$ cat src/rtl/mips_ctrl_pkg.sv
// Shared encodings for the multi-cycle MIPS control path: opcodes, FSM states,
// datapath mux-select codes and the packed control word.
package mips_ctrl_pkg;

  localparam logic [5:0] OP_RTYPE = 6'b000000;
  localparam logic [5:0] OP_J     = 6'b000010;
  localparam logic [5:0] OP_BEQ   = 6'b000100;
  localparam logic [5:0] OP_ADDI  = 6'b001000;
  localparam logic [5:0] OP_LW    = 6'b100011;
  localparam logic [5:0] OP_SW    = 6'b101011;

  typedef enum logic [3:0] {
    S_IDLE    = 4'd0,
    S_FETCH   = 4'd1,
    S_DECODE  = 4'd2,
    S_MEMADR  = 4'd3,
    S_MEMRD   = 4'd4,
    S_MEMWB   = 4'd5,
    S_MEMWR   = 4'd6,
    S_RTYPEEX = 4'd7,
    S_RTYPEWB = 4'd8,
    S_BEQEX   = 4'd9,
    S_ADDIEX  = 4'd10,
    S_ADDIWB  = 4'd11,
    S_JEX     = 4'd12
  } state_t;

  localparam logic [1:0] ASB_B       = 2'b00;
  localparam logic [1:0] ASB_FOUR    = 2'b01;
  localparam logic [1:0] ASB_IMM     = 2'b10;
  localparam logic [1:0] ASB_IMM_SH2 = 2'b11;

  localparam logic [1:0] ALUOP_ADD   = 2'b00;
  localparam logic [1:0] ALUOP_SUB   = 2'b01;
  localparam logic [1:0] ALUOP_FUNCT = 2'b10;

  localparam logic [1:0] PCSRC_ALU    = 2'b00;
  localparam logic [1:0] PCSRC_ALUOUT = 2'b01;
  localparam logic [1:0] PCSRC_JUMP   = 2'b10;

  typedef struct packed {
    logic       pcwe;
    logic       branch;
    logic       iord;
    logic       memwrite;
    logic       irwrite;
    logic       regdst;
    logic       memtoreg;
    logic       regwrite;
    logic       alusrca;
    logic [1:0] alusrcb;
    logic [1:0] aluop;
    logic [1:0] pcsrc;
    logic       instr_done;
  } ctrl_t;

  function automatic logic op_supported(input logic [5:0] o);
    return (o == OP_LW) || (o == OP_SW) || (o == OP_RTYPE) ||
           (o == OP_BEQ) || (o == OP_ADDI) || (o == OP_J);
  endfunction

endpackage

$ cat src/rtl/ctrl_output_decode.sv
// Pure combinational state -> control-word decode (Moore outputs), zero latency;
// no flow control, unused encodings and IDLE decode to an all-zero word.
module ctrl_output_decode
  import mips_ctrl_pkg::*;
(
  input  state_t state,
  output ctrl_t  ctrl
);

  always_comb begin
    ctrl = '0;
    case (state)
      S_FETCH: begin
        ctrl.irwrite = 1'b1;
        ctrl.alusrcb = ASB_FOUR;
        ctrl.pcwe    = 1'b1;
      end
      S_DECODE: begin
        ctrl.alusrcb = ASB_IMM_SH2;
      end
      S_MEMADR: begin
        ctrl.alusrca = 1'b1;
        ctrl.alusrcb = ASB_IMM;
      end
      S_MEMRD: begin
        ctrl.iord = 1'b1;
      end
      S_MEMWB: begin
        ctrl.regwrite   = 1'b1;
        ctrl.memtoreg   = 1'b1;
        ctrl.instr_done = 1'b1;
      end
      S_MEMWR: begin
        ctrl.iord       = 1'b1;
        ctrl.memwrite   = 1'b1;
        ctrl.instr_done = 1'b1;
      end
      S_RTYPEEX: begin
        ctrl.alusrca = 1'b1;
        ctrl.alusrcb = ASB_B;
        ctrl.aluop   = ALUOP_FUNCT;
      end
      S_RTYPEWB: begin
        ctrl.regdst     = 1'b1;
        ctrl.regwrite   = 1'b1;
        ctrl.instr_done = 1'b1;
      end
      S_BEQEX: begin
        // branch, not pcwe: the PC-enable logic qualifies it with ALU zero
        ctrl.alusrca    = 1'b1;
        ctrl.aluop      = ALUOP_SUB;
        ctrl.branch     = 1'b1;
        ctrl.pcsrc      = PCSRC_ALUOUT;
        ctrl.instr_done = 1'b1;
      end
      S_ADDIEX: begin
        ctrl.alusrca = 1'b1;
        ctrl.alusrcb = ASB_IMM;
      end
      S_ADDIWB: begin
        ctrl.regwrite   = 1'b1;
        ctrl.instr_done = 1'b1;
      end
      S_JEX: begin
        ctrl.pcsrc      = PCSRC_JUMP;
        ctrl.pcwe       = 1'b1;
        ctrl.instr_done = 1'b1;
      end
      default: ;
    endcase
  end

endmodule

$ cat src/rtl/multicycle_control_fsm.sv
// Multi-cycle MIPS control FSM: 2-5 cycles per instruction from FETCH to done state.
// No handshake; op must be held by the IR through DECODE and MEMADR.
module multicycle_control_fsm
  import mips_ctrl_pkg::*;
#(
  parameter int OP_W = 6,
  parameter int ST_W = 4
) (
  input  logic            clk,
  input  logic            reset_n,
  input  logic [OP_W-1:0] op,
  output logic            pcwe,
  output logic            branch,
  output logic            iord,
  output logic            memwrite,
  output logic            irwrite,
  output logic            regdst,
  output logic            memtoreg,
  output logic            regwrite,
  output logic            alusrca,
  output logic [1:0]      alusrcb,
  output logic [1:0]      aluop,
  output logic [1:0]      pcsrc,
  output logic            instr_done,
  output logic            illegal_op,
  output logic [ST_W-1:0] state
);

  state_t state_q;
  state_t state_d;
  ctrl_t  ctrl;

  always_ff @(posedge clk or negedge reset_n) begin
    if (!reset_n) state_q <= S_IDLE;
    else          state_q <= state_d;
  end

  always_comb begin
    state_d    = S_IDLE;
    illegal_op = 1'b0;
    case (state_q)
      S_IDLE:   state_d = S_FETCH;
      S_FETCH:  state_d = S_DECODE;
      S_DECODE: begin
        case (op)
          OP_LW, OP_SW: state_d = S_MEMADR;
          OP_RTYPE:     state_d = S_RTYPEEX;
          OP_BEQ:       state_d = S_BEQEX;
          OP_ADDI:      state_d = S_ADDIEX;
          OP_J:         state_d = S_JEX;
          default:      state_d = S_FETCH;
        endcase
        illegal_op = !op_supported(op);
      end
      S_MEMADR: begin
        // op is sampled again here; anything but LW/SW means the IR moved, so abandon
        if (op == OP_LW)      state_d = S_MEMRD;
        else if (op == OP_SW) state_d = S_MEMWR;
        else                  state_d = S_FETCH;
      end
      S_MEMRD:   state_d = S_MEMWB;
      S_RTYPEEX: state_d = S_RTYPEWB;
      S_ADDIEX:  state_d = S_ADDIWB;
      S_MEMWB, S_MEMWR, S_RTYPEWB, S_BEQEX, S_ADDIWB, S_JEX:
                 state_d = S_FETCH;
      default:   state_d = S_IDLE;
    endcase
  end

  ctrl_output_decode u_decode (
    .state (state_q),
    .ctrl  (ctrl)
  );

  assign pcwe       = ctrl.pcwe;
  assign branch     = ctrl.branch;
  assign iord       = ctrl.iord;
  assign memwrite   = ctrl.memwrite;
  assign irwrite    = ctrl.irwrite;
  assign regdst     = ctrl.regdst;
  assign memtoreg   = ctrl.memtoreg;
  assign regwrite   = ctrl.regwrite;
  assign alusrca    = ctrl.alusrca;
  assign alusrcb    = ctrl.alusrcb;
  assign aluop      = ctrl.aluop;
  assign pcsrc      = ctrl.pcsrc;
  assign instr_done = ctrl.instr_done;
  assign state      = ST_W'(state_q);

endmodule

$ cat config.mk
export PLATFORM = sky130hd
export DESIGN_NAME = multicycle_control_fsm
export DESIGN_NICKNAME = d
export VERILOG_FILES = /design/src/rtl/mips_ctrl_pkg.sv /design/src/rtl/ctrl_output_decode.sv /design/src/rtl/multicycle_control_fsm.sv
export SDC_FILE = /design/constraint.sdc
export NUM_CORES = 1
export LEC_CHECK = 0
export ABC_AREA = 0
export CAP_MARGIN = 10
export CORE_AREA = 4 4 41 43
export CTS_CLUSTER_DIAMETER = 100
export DETAILED_ROUTE_END_ITERATION = 16
export DIE_AREA = 0 0 45 47
export DONT_BUFFER_PORTS = 1
export GPL_TIMING_DRIVEN = 0
export HOLD_SLACK_MARGIN = 0.02
export MAX_ROUTING_LAYER = met4
export SLEW_MARGIN = 20
export SYNTH_ARGS = -nofsm -noshare
export SYNTH_HDL_FRONTEND = slang
export SYNTH_SLANG_ARGS = --single-unit
$ cat constraint.sdc
create_clock -name clk -period 1.3 [get_ports clk]
set_input_delay 0.26 -clock clk [delete_from_list [all_inputs] [get_ports clk]]
set_output_delay 0.26 -clock clk [all_outputs]
set_load 0.01 [all_outputs]
After elaboration in Yosys (flattened, before gate mapping)

Cells that the tools add are included.

Output and inout bits: 21
Word-level logic and storage cells: 52
Input bits: 8
Register bits after elaboration: 4

Reductions and logical operators: 16
Equal/unequal tests: 17
Muxes and demuxes: 18

Operator list:

| operator           | number |
|---|---|
| $pmux 4 s7         | 1 |
| $eq 4x4->1 const B | 5 |
| $pmux 4 s5         | 1 |
| $eq 4x3->1 const B | 4 |
| $eq 6x6->1 const B | 2 |
| $mux 1             | 11 |
| $eq 4x2->1 const B | 2 |
| $pmux 2 s2         | 2 |
| $reduce_or 2->1    | 4 |
| $reduce_or 7->1    | 1 |
| $eq 6x2->1 const B | 1 |
| $eq 6x3->1 const B | 1 |
| $eq 6x4->1 const B | 1 |
| $logic_not 6->1    | 1 |
| $mux 3             | 2 |
| $pmux 2 s3         | 1 |
| $reduce_or 6->1    | 1 |
| $logic_or 1x1->1   | 5 |
| $eq 4x1->1 const B | 1 |
| $logic_not 4->1    | 1 |
| $reduce_or 4->1    | 1 |
| $reduce_or 3->1    | 1 |
| $logic_not 1->1    | 1 |

Logic depth before layout (Yosys ltp)

Gate-level depths: netlist of the first run.

Word-level depth: 8
Depth in mapped cells: 4

By module

From an unflattened synthesis of the first run, not the netlist that was laid out.

Cell total of the unflattened synthesis: 77
Area, all modules: 581.8 um^2

Modules (own cells, without submodules):

| module                 | cells each | seq. area each (um^2) | times used | area an instance (um^2) |
|---|---|---|---|---|
| multicycle_control_fsm | 42         | 100.1                 | 1          | 339.1 |
| ctrl_output_decode     | 35         | 0.0                   | 1          | 242.7 |

Least setup slack after synthesis of the first run

Ideal clock, no wire load.

Path kind: reg-to-output
Start point: register state_q[2] (netlist: state[2])
End point: output port regwrite
Required time: 1040 ps
Path slack: -184 ps
Stages on the path, launching flop included: 5
Path buffers: 1
Arrival time: 1224 ps
Path through: dfrtp_1 -> buf_2 -> nand2b_4 -> nor3_1 -> a21o_1

Longest elaborated chain between the ends: 3

Ends and longest elaborated chain:

| what                                     | line                         | text |
|---|---|---|
| from (decl)                              | multicycle_control_fsm.sv:29 | `state_t state_q;` |
| from (signal assigned)                   | multicycle_control_fsm.sv:35 | `else state_q <= state_d;` |
| $eq 4x3->1 or $eq 4x4->1 (tied branches) | ctrl_output_decode.sv:12     | `case (state)` |
| $reduce_or 3->1 (no source line) *       | --                           |  |
| $mux 1 *                                 | ctrl_output_decode.sv:12     |  |
| to (decl)                                | multicycle_control_fsm.sv:19 | `output logic regwrite,` |

Mark *: on every way between the ends. The rest lies on a longest branch, timed or not.

Worst setup path after layout of the first run

Ends and elaborated chain as after synthesis.

==> impl_metrics.ini, run 1 <==
[status]
status = complete, but fails checks
violations = negative setup slack

[finish]
insertedDiodeCount = 0
multi_input_area_um2 = 565.5
post-route-util_pct = 76.06
nFillCells = 90
fin_nets = 103
layout-drive-gt1-share_pct = 62.77
largest_register_ffs = 4
area_delta_synth_final_pct = 81.84
stdcell_area_um2 = 989.7
instances_no_fill = 109
seqCellArea_um2 = 105.1

[setup_path]
r2r_slack_ns = -0.15
r2r_end = state[2]
ff2ff_path_depth = 5
worst_ep_required_time_ns = 1.04
worst_setup_path_start_kind = flop
rr_startpoint = state[0]
critPathArrivalTime_ns = 1.38
endpoint_kind = output pin
critPathKind = reg2out
path_max_fanout = 7

[floorplan]
ios = 29
rows = 13
die_w_um = 45
coreArea_um2 = 1301
die_h_um = 47
initial_core_util_pct = 41.83
dieArea_um2 = 2115

[yosys]
yosys.area_share.simple_pct = 34.48
yosysTopAreaCell = dfrtp_1
ys.flop_type = dfrtp_1
synth_area_leaders = dfrtp_1, mux2i_1, nor2_1
synth_fa_ha_area_share_pct = 0
synthXorXnorAreaFrac_pct = 1.609
syn_avg_cell_area_um2 = 7.559
syn_area_um2 = 544.3
netlist_instances = 72
synth_top_family_by_area = simple AND/OR/NAND/NOR gates
synth_top_area_share_pct = 18.39
yosys_warnings = 0
yosysSeqAreaShare_pct = 18.39
ys_ff_latch = 4
synth-edff-count = 0
synth.distinct_cells = 35
synth_mux_area_share_pct = 9.425
synth_compound_area_share_pct = 24.60
syn_nets = 80
async_flop_share_pct = 100.0

[placed_design]
hpwlAfterDp_um = 1090
gp_congestion = 0.8064
placed_cells = 87
port_buffers = 0
dpl_cell_area_um2 = 614.3
place_ws_ns = -0.2008

[global_routing]
grt_max_degree = 11
gr-total-overflow = 0
grt_pass1_wl_um = 2649
antenna_found_initial = 0
grt.total_usage_pct = 18.05
grt_pass1_vias = 605

[sta]
holdWs_ns = 0.2384
maxSlewViolCount = 0
tightest_slew_ns = 0.3753
period_needed_ns = 1.636
rsz0062_at_grt = true
setup_viol = 21
finalWorstSetupSlack_ns = -0.3361
relSlewSlack_pct = 74.90
max_clock_freq_mhz = 611.2
hold_viol = 0
skew_ns = 0.01203
fin_crit_sh_pct = 125.9
final.setup.tns_ns = -4.168

[clocking]
clkTransAtPathRegs_ns = 0.03
root_buffer = clkbuf_4
clock_latency_ns = 0.25
cts.sinks = 4
cts_tree = built
cts_max_path_buffers = 2
cts_made_buffers = 3
cts_htree_levels = 1

[route]
drcViolationCount = 0
avgRoutedWirePerCell_um = 17.94
first_iter_violations = 8
ant_nets = 0
first_pass_iters = 4
vias = 642
wl_um = 1956
vias_per_cell = 5.890

[power_and_ir_drop]
p_leak_nw = 0.4014
vdd_drop_max_mv = 0.9313
finalPower_mw = 1.765
p_per_area_nw_per_um2 = 1784

[min_path]
hp-class = in2reg
worstHoldEndpoint = state[3]
holdPathStages = 3
hold_path_startpoint = op[4]

[run]
maxCapViolCount = 0
per-layer routing:
metal / share of wire [%] / vias up / track usage, %
li1: - / 310 / -
met1: 41 / 300 / 20.55
met2: 49 / 27 / 29.38
met3: 7.8 / 5 / 4.598
met4: 1.6 / 0 / 8.772
met5: 0 / - / -
what timing repair did:
action,in CTS,in global routing
resized for setup,33,19
setup endpoints to repair,18,21
gates cloned,1,0
hold endpoints to repair,4,0
hold buffers,1,0
buffers inserted,8,8
pin swaps,4,10
cell families after synthesis:
family / after synthesis
mux: 5
flops: 4
compound gates: 19
buf+inv: 10
xor+xnor: 1
simple gates: 33
cells in the final DEF (no fill, tap or decap), drive strengths merged, types with 2 or more instances in the layout:
master / n
nand3: 2
nor4: 2
dfrtp: 4
mux2i: 4
o21ai: 2
inv: 2
a21oi: 5
nand2b: 5
o2bb2ai: 2
clkbuf: 4
nand2: 3
buf: 25
nor2: 9
nor3: 5
o211ai: 2
synthesized netlist by cell type, types with 2 or more instances:
master and number:
nor2_1 9, a21oi_1 5, nor3_1 5, buf_4 4, dfrtp_1 4, mux2i_1 4, nand2_1 3, nand2b_1 3
buf_2 2, inv_1 2, nand2b_4 2, nand3_1 2, nor4_1 2, o211ai_1 2, o21ai_0 2, o2bb2ai_1 2
power by group:
group | internal, mW | switching, mW
logic | 0.671 | 0.645
clock network | 0.116 | 0.0598
registers | 0.167 | 0.107
worst max path at each step:
stage / slack (ns) / to / start
floorplan: -0.009 / regwrite / state[2]
global placement: -0.20 / alusrcb[0] / state[3]
detailed placement: -0.20 / alusrcb[0] / state[3]
CTS: -0.33 / regwrite / state[2]
global route: -0.40 / alusrca / state[2]
finish: -0.34 / regwrite / state[2]
cell type report:
| class | instances | share of cell area, % |
|---|---|---|
| buffer | 8 | 10.75 |
| clock buffer | 4 | 2.655 |
| inverter | 2 | 0.7585 |
| multi-input combinational | 58 | 57.14 |
| sequential | 4 | 10.62 |
| tap | 15 | 1.896 |
| timing repair buffer | 18 | 16.18 |
worst max-delay path: stages, from the launching register on:
cell	delay [ns]
dfrtp_2	0.45
buf_6	0.15
nand2b_4	0.18
nor3_4	0.20
a21o_1	0.16
Power figures use the tool's default switching activity.
==> inputs of run 2 (changes only) <==
--- a/config.mk
+++ b/config.mk
@@ -6,7 +6,7 @@
 export NUM_CORES = 1
 export LEC_CHECK = 0
 export ABC_AREA = 0
-export CAP_MARGIN = 10
+export CAP_MARGIN = 20
 export CORE_AREA = 4 4 41 43
 export CTS_CLUSTER_DIAMETER = 100
 export DETAILED_ROUTE_END_ITERATION = 16
==> results of run 2 <==
The final DEF is identical to that of run 1; final timing and power are the same.
==> inputs of run 3 (changes only) <==
--- a/config.mk
+++ b/config.mk
@@ -9,6 +9,7 @@
 export CAP_MARGIN = 20
 export CORE_AREA = 4 4 41 43
 export CTS_CLUSTER_DIAMETER = 100
+export CTS_CLUSTER_SIZE = 20
 export DETAILED_ROUTE_END_ITERATION = 16
 export DIE_AREA = 0 0 45 47
 export DONT_BUFFER_PORTS = 1
==> results of run 3 <==
The final DEF is identical to that of run 1; final timing and power are the same.
